===== src/rtl/serial_byte_tx_if.sv =====
// Parallel byte hand-off into the serial transmitter: valid/ready handshake.
interface serial_byte_tx_if;
  logic [7:0] tx_data;
  logic       tx_valid;
  logic       tx_ready;

  modport master (output tx_data, output tx_valid, input tx_ready);
  modport slave  (input tx_data, input tx_valid, output tx_ready);
endinterface


===== src/rtl/serial_byte_tx.sv =====
// Bit-serial byte transmitter: accepts one byte, waits for the peer, then shifts it out
// LSB first with one write strobe per bit. All outputs are registered.
module serial_byte_tx #(
  parameter int START_DLY    = 10,
  parameter int WR_HIGH_CYC  = 10,
  parameter int WR_LOW_CYC   = 10,
  parameter int DROP_TIMEOUT = 64
) (
  input  logic              i_clock_1MHz,
  input  logic              i_rst,          // active-low, asynchronous
  serial_byte_tx_if.slave   tx_if,
  input  logic              i_peer_ready,
  output logic              o_data_out,
  output logic              o_write_out,
  output logic              o_busy,
  output logic              o_done,
  output logic              o_abort,
  output logic              o_timeout_err
);

  localparam int MAX_A   = (START_DLY > WR_HIGH_CYC) ? START_DLY : WR_HIGH_CYC;
  localparam int MAX_B   = (WR_LOW_CYC > DROP_TIMEOUT) ? WR_LOW_CYC : DROP_TIMEOUT;
  localparam int MAX_CYC = (MAX_A > MAX_B) ? MAX_A : MAX_B;
  localparam int CW      = $clog2(MAX_CYC + 1);

  localparam logic [CW-1:0] START_LAST = CW'(START_DLY - 1);
  localparam logic [CW-1:0] HI_LAST    = CW'(WR_HIGH_CYC - 1);
  localparam logic [CW-1:0] LO_LAST    = CW'(WR_LOW_CYC - 1);
  localparam logic [CW-1:0] DROP_LAST  = CW'(DROP_TIMEOUT - 1);
  localparam logic [CW-1:0] CNT_ONE    = CW'(1);

  typedef enum logic [2:0] {
    S_IDLE,
    S_WAIT_RDY,
    S_START,
    S_BIT_HI,
    S_BIT_LO,
    S_WAIT_DROP
  } state_t;

  state_t        r_state;
  logic [CW-1:0] r_cnt;
  logic [2:0]    r_idx;
  logic [7:0]    r_sh;
  logic          r_data_out;
  logic          r_write_out;
  logic          r_busy;
  logic          r_done;
  logic          r_abort;
  logic          r_timeout_err;
  logic          r_tx_ready;

  state_t        w_state_next;
  logic [CW-1:0] w_cnt_next;
  logic [2:0]    w_idx_next;
  logic [7:0]    w_sh_next;
  logic          w_data_next;
  logic          w_write_next;
  logic          w_done_next;
  logic          w_abort_next;
  logic          w_timeout_next;
  logic          w_busy_next;
  logic          w_tx_ready_next;
  logic          w_accept;
  logic          w_drop_abort;

  assign w_accept     = tx_if.tx_valid && r_tx_ready;
  // Peer losing readiness while a byte is being clocked out kills the byte.
  assign w_drop_abort = !i_peer_ready &&
                        ((r_state == S_START) || (r_state == S_BIT_HI) || (r_state == S_BIT_LO));

  always_comb begin
    w_state_next   = r_state;
    w_cnt_next     = r_cnt;
    w_idx_next     = r_idx;
    w_sh_next      = r_sh;
    w_data_next    = r_data_out;
    w_write_next   = r_write_out;
    w_done_next    = 1'b0;
    w_abort_next   = 1'b0;
    w_timeout_next = r_timeout_err;

    case (r_state)
      S_IDLE: begin
        if (w_accept) begin
          w_sh_next      = tx_if.tx_data;
          w_timeout_next = 1'b0;
          w_state_next   = S_WAIT_RDY;
        end
      end

      S_WAIT_RDY: begin
        if (i_peer_ready) begin
          w_cnt_next   = '0;
          w_state_next = S_START;
        end
      end

      S_START: begin
        if (r_cnt == START_LAST) begin
          w_data_next  = r_sh[0];
          w_write_next = 1'b1;
          w_idx_next   = 3'd0;
          w_cnt_next   = '0;
          w_state_next = S_BIT_HI;
        end else begin
          w_cnt_next = r_cnt + CNT_ONE;
        end
      end

      S_BIT_HI: begin
        if (r_cnt == HI_LAST) begin
          w_write_next = 1'b0;
          w_cnt_next   = '0;
          w_state_next = S_BIT_LO;
        end else begin
          w_cnt_next = r_cnt + CNT_ONE;
        end
      end

      S_BIT_LO: begin
        if (r_cnt == LO_LAST) begin
          w_cnt_next = '0;
          if (r_idx != 3'd7) begin
            // Next bit and its strobe rise on the same edge.
            w_sh_next    = r_sh >> 1;
            w_idx_next   = r_idx + 3'd1;
            w_data_next  = r_sh[1];
            w_write_next = 1'b1;
            w_state_next = S_BIT_HI;
          end else begin
            w_done_next  = 1'b1;
            w_data_next  = 1'b0;
            w_state_next = S_WAIT_DROP;
          end
        end else begin
          w_cnt_next = r_cnt + CNT_ONE;
        end
      end

      S_WAIT_DROP: begin
        if (!i_peer_ready) begin
          w_cnt_next   = '0;
          w_state_next = S_IDLE;
        end else if (r_cnt == DROP_LAST) begin
          w_timeout_next = 1'b1;
          w_cnt_next     = '0;
          w_state_next   = S_IDLE;
        end else begin
          w_cnt_next = r_cnt + CNT_ONE;
        end
      end

      default: begin
        w_state_next = S_IDLE;
      end
    endcase

    // Abort overrides everything decided above, including a pending done.
    if (w_drop_abort) begin
      w_state_next = S_IDLE;
      w_data_next  = 1'b0;
      w_write_next = 1'b0;
      w_done_next  = 1'b0;
      w_abort_next = 1'b1;
      w_cnt_next   = '0;
    end

    w_busy_next     = (w_state_next != S_IDLE);
    w_tx_ready_next = (w_state_next == S_IDLE);
  end

  always_ff @(posedge i_clock_1MHz or negedge i_rst) begin
    if (!i_rst) begin
      r_state       <= S_IDLE;
      r_cnt         <= '0;
      r_idx         <= 3'd0;
      r_sh          <= 8'd0;
      r_data_out    <= 1'b0;
      r_write_out   <= 1'b0;
      r_busy        <= 1'b0;
      r_done        <= 1'b0;
      r_abort       <= 1'b0;
      r_timeout_err <= 1'b0;
      r_tx_ready    <= 1'b0;
    end else begin
      r_state       <= w_state_next;
      r_cnt         <= w_cnt_next;
      r_idx         <= w_idx_next;
      r_sh          <= w_sh_next;
      r_data_out    <= w_data_next;
      r_write_out   <= w_write_next;
      r_busy        <= w_busy_next;
      r_done        <= w_done_next;
      r_abort       <= w_abort_next;
      r_timeout_err <= w_timeout_next;
      r_tx_ready    <= w_tx_ready_next;
    end
  end

  assign tx_if.tx_ready = r_tx_ready;
  assign o_data_out     = r_data_out;
  assign o_write_out    = r_write_out;
  assign o_busy         = r_busy;
  assign o_done         = r_done;
  assign o_abort        = r_abort;
  assign o_timeout_err  = r_timeout_err;

endmodule


===== src/flat_wrapper.sv =====
// flat-port wrapper written by rule: the top's interface ports become plain ports
module serial_byte_tx_flat 
#(
  parameter int START_DLY    = 10,
  parameter int WR_HIGH_CYC  = 10,
  parameter int WR_LOW_CYC   = 10,
  parameter int DROP_TIMEOUT = 64
)
  (i_clock_1MHz, i_rst, i_peer_ready, o_data_out, o_write_out, o_busy, o_done, o_abort, o_timeout_err, tx_if_tx_data, tx_if_tx_valid, tx_if_tx_ready);
  serial_byte_tx_if tx_if_i ();
  input  logic i_clock_1MHz;
  input  logic i_rst;
  input  logic i_peer_ready;
  output logic o_data_out;
  output logic o_write_out;
  output logic o_busy;
  output logic o_done;
  output logic o_abort;
  output logic o_timeout_err;
  input wire logic [$bits(tx_if_i.tx_data)-1:0] tx_if_tx_data;
  input wire logic [$bits(tx_if_i.tx_valid)-1:0] tx_if_tx_valid;
  output wire logic [$bits(tx_if_i.tx_ready)-1:0] tx_if_tx_ready;
  assign tx_if_i.tx_data = tx_if_tx_data;
  assign tx_if_i.tx_valid = tx_if_tx_valid;
  assign tx_if_tx_ready = tx_if_i.tx_ready;
  serial_byte_tx #(.START_DLY(START_DLY), .WR_HIGH_CYC(WR_HIGH_CYC), .WR_LOW_CYC(WR_LOW_CYC), .DROP_TIMEOUT(DROP_TIMEOUT)) u_core (.i_clock_1MHz(i_clock_1MHz), .i_rst(i_rst), .tx_if(tx_if_i), .i_peer_ready(i_peer_ready), .o_data_out(o_data_out), .o_write_out(o_write_out), .o_busy(o_busy), .o_done(o_done), .o_abort(o_abort), .o_timeout_err(o_timeout_err));
endmodule

===== config.mk =====
export PLATFORM = sky130hd
export DESIGN_NAME = serial_byte_tx_flat
export DESIGN_NICKNAME = d
export VERILOG_FILES = /design/src/rtl/serial_byte_tx_if.sv /design/src/rtl/serial_byte_tx.sv /design/src/flat_wrapper.sv
export SDC_FILE = /design/constraint.sdc
export NUM_CORES = 1
export LEC_CHECK = 0
export CORE_UTILIZATION = 49
export CTS_CLUSTER_SIZE = 14
export DETAILED_ROUTE_END_ITERATION = 12
export PLACE_DENSITY = 0.75
export SLEW_MARGIN = 20
export SYNTH_ARGS = -nofsm -noshare
export SYNTH_HDL_FRONTEND = slang
export SYNTH_SLANG_ARGS = --single-unit

===== constraint.sdc =====
create_clock -name i_clock_1MHz -period 1.86 [get_ports i_clock_1MHz]
set_input_delay 0.186 -clock i_clock_1MHz [delete_from_list [all_inputs] [get_ports i_clock_1MHz]]
set_output_delay 0.186 -clock i_clock_1MHz [all_outputs]
set_load 0.02 [all_outputs]

==> results.json <==
{
  "synth-xor-area-share_pct": 1.73,
  "cts_buffers": 3,
  "use_met3_pct": 2.90,
  "required_ns": 2.11,
  "drtPass1Iterations": 9,
  "area.growth.synth_to_final_pct": 32.3,
  "synth_top_family_by_area": "simple AND/OR/NAND/NOR gates",
  "dpl.hpwl_mm": 2.28,
  "powerDensity_mw_per_mm2": 1060,
  "finalCriticalPeriod_ns": 1.81,
  "drv_slew": 0,
  "wl_mm": 3.41,
  "r2r_start": "u_core.r_cnt[1]",
  "die-area_mm2": 0.00332,
  "synth_edf_count": 0,
  "ff_latch_area_um2": 702,
  "tns_ns": 0,
  "viasPerCell": 5.83,
  "worst_pin_slew_ns": 0.532,
  "grtUsageMet2_pct": 34.4,
  "whs_ns": 0.187,
  "grt_max_degree": 29,
  "setup.worst_path.class": "flip-flop to flip-flop",
  "status": "finished with violations",
  "portBuffers": 18,
  "die_h_um": 57.6,
  "reg2reg_to": "u_core.tx_if.tx_ready",
  "pwr-share-clk_pct": 19.1,
  "p_comb_share_pct": 40.4,
  "synth_cell_types": 46,
  "synthArstFlopShare_pct": 100,
  "arrival_ns": 2.06,
  "yosys.area_share.simple_pct": 22.1,
  "die_w_um": 57.6,
  "min_period_over_period_pct": 97.4,
  "vdd_drop_max_uv": 687,
  "layout-drive-gt1-share_pct": 23.6,
  "leakage_nw": 0.896,
  "drcViolationCount": 2,
  "cts_root_buf": "clkbuf_4",
  "ys_seq_area_share_pct": 46.2,
  "critPathMaxFanout": 3,
  "start_util_pct": 53.2,
  "met1_usage_pct": 27.9,
  "top_usage_layer": "met2",
  "synth_compound_area_share_pct": 21.8,
  "postSynthAreaPerCell_um2": 9.25,
  "syn_inst": 164,
  "max_cap_violations": 0,
  "fin_skew_ns": 0.00110,
  "setup_viol": 0,
  "ys_seq_elements": 28,
  "dr.first_iter.drc_count": 34,
  "clk_pin_slew_worst_paths_ns": 0.15,
  "nets": 216,
  "slew_headroom_pct": 64.2,
  "netlist_area_mm2": 0.00152,
  "p_int_mw": 1.40,
  "hold_viol_final": 0,
  "synth_fa_ha_area_share_pct": 3.30,
  "sw_frac_of_total_pct": 34.2,
  "grt_pass1_vias": 1247,
  "ys.flop_type": "dfrtp_1",
  "antennaDiodeCount": 0,
  "violations": "DRC",
  "final_antenna_net_count": 0,
  "avgRoutedWirePerCell_um": 14.8,
  "power_frac_seq_pct": 40.5,
  "grt_pass1_wl_mm": 5.41,
  "worstHoldPathType": "primary input to async pin",
  "muxShareOfSynthArea_pct": 0.743,
  "cts_sinks": 28,
  "core_mm2": 0.00285,
  "nFillCells": 203,
  "syn_nets": 180,
  "fmax_mhz": 552,
  "ys_warn_count": 0,
  "gr-total-overflow": 0,
  "worst_setup_path_end_kind": "flip-flop",
  "io_pins": 19,
  "gp_congestion": 0.898,
  "clk-insertion-delay-late_ns": 0.34,
  "track_usage_pct": 21.1,
  "rows": 19,
  "antenna_found_initial": 0,
  "rrSetupSlack_ns": 0.05,
  "multi_input_area_um2": 845,
  "power.switching_mw": 0.729,
  "vias": 1342,
  "critPathLaunchType": "flip-flop",
  "reg2reg_depth": 7,
  "htree_levels": 1,
  "cts_hold_buf": 0,
  "cts_tree": "done",
  "clk_path_buf_depth": 2
}
-- cells in the mapped netlist (2+ instances only) --
library cell   n  area [um^2]
nor3_1         4         20.0
nand2_1       25         93.8
nand2b_1       3         18.8
o21ai_0       11         55.1
and2_1         2         12.5
a22o_1         2         17.5
xor2_1         2         17.5
a21oi_1       15         75.1
a211oi_1       2         15.0
nor2b_1        3         18.8
dfrtp_1       28          701
a31oi_1        8         50.1
nor2_1        14         52.6
inv_1          5         18.8
ha_1           4         50.1
clkbuf_1       4         15.0
buf_2          2         10.0
nand3_1        2         10.0
-- how the worst max path moves through the flow --
stage | from | end | slack (ns) | cells after the start
floorplan | u_core.r_cnt[1] | u_core.r_idx[0] | 0.09 | 7
global placement | u_core.r_cnt[1] | u_core.o_busy | 0.01 | 7
detailed placement | u_core.r_cnt[1] | u_core.o_busy | -0.09 | 7
CTS | u_core.r_cnt[1] | u_core.r_idx[0] | 0.002 | 7
global route | u_core.r_cnt[1] | u_core.r_cnt[4] | -0.02 | 8
finish | u_core.r_cnt[1] | u_core.tx_if.tx_ready | 0.05 | 7
-- registers in the layout, indices dropped and copies added, names as in the netlist --
| signal | count |
|---|---|
| u_core.r_state | 3 |
| u_core.o_write_out | 1 |
| u_core.o_busy | 1 |
| u_core.r_sh | 8 |
| u_core.o_abort | 1 |
| u_core.o_data_out | 1 |
| u_core.o_done | 1 |
| u_core.r_cnt | 7 |
| u_core.tx_if.tx_ready | 1 |
| u_core.r_idx | 3 |
| u_core.o_timeout_err | 1 |
-- repair_timing --
item | 4_1_cts | 5_1_grt
buffers inserted | 1 | 5
setup endpoints to repair | 5 | 20
pin swaps | 2 | 6
resized for setup | 6 | 18
-- metal layers --
metal	share of wire [%]	vias up
met5	0	-
met4	1.5	0
met3	3.1	5
met2	52	32
met1	44	646
li1	-	659
-- placed cells by master, fill, tap and decap left out, types with 3 or more instances in the layout --
master and instances:
a21oi_1 15, a31oi_1 8, buf_4 20, clkbuf_4 3, clkdlybuf4s50_1 18, dfrtp_1 27, ha_1 3, inv_1 4
nand2_1 24, nand2b_1 3, nor2_1 14, o21ai_0 7
-- through the flow --
step	power (mW)	std cells	setup slack (ns)	area (um^2)	utilization, %
final	2.13	230	0.0478	2010	70.4
after global routing	2.26	230	-0.0172	2010	70.4
after CTS	1.99	225	0.00198	1900	66.5
after detailed placement	1.57	220	-0.0942	1820	63.7
after global placement	1.53	220	0.0124	1820	63.7
after floorplan	1.32	164	0.0916	1520	-
-- power by group through the flow --
stage | logic, mW | clock network (mW) | registers, mW
floorplan | 0.443 | 0 | 0.875
global placement | 0.676 | 0 | 0.857
detailed placement | 0.700 | 0 | 0.866
CTS | 0.720 | 0.419 | 0.853
global route | 0.940 | 0.436 | 0.883
finish | 0.862 | 0.406 | 0.863
-- critical path, cell delays in order, from the launching register on --
cell and delay [ns]:
dfrtp_1 0.42, buf_4 0.14, ha_1 0.19, and4_1 0.23, and2_1 0.22, nor3_4 0.24, nor4b_4 0.09, o21a_1 0.18
-- logic make-up (layout without fill, tap and decap cells) --
| kind of cell | count (synthesis) | count (layout) |
|---|---|---|
| AO/OA/AOI/OAI | 50 | 50 |
| XOR/XNOR | 3 | 3 |
| adder cells (fa/ha/maj) | 4 | 4 |
| buffers and inverters | 13 | 48 |
| flip-flops | 28 | 28 |
| multiplexers | 1 | 1 |
| AND/OR/NAND/NOR | 65 | 65 |
-- area by class of cell --
class	count	area share (%)
Sequential cell	28	35.0
Inverter	5	0.935
Multi-Input combinational cell	123	42.1
Timing Repair Buffer	39	17.5
Tap cell	31	1.93
Clock buffer	3	1.12
Clock inverter	1	1.50
Note: power is estimated with default switching activity, not from simulation.
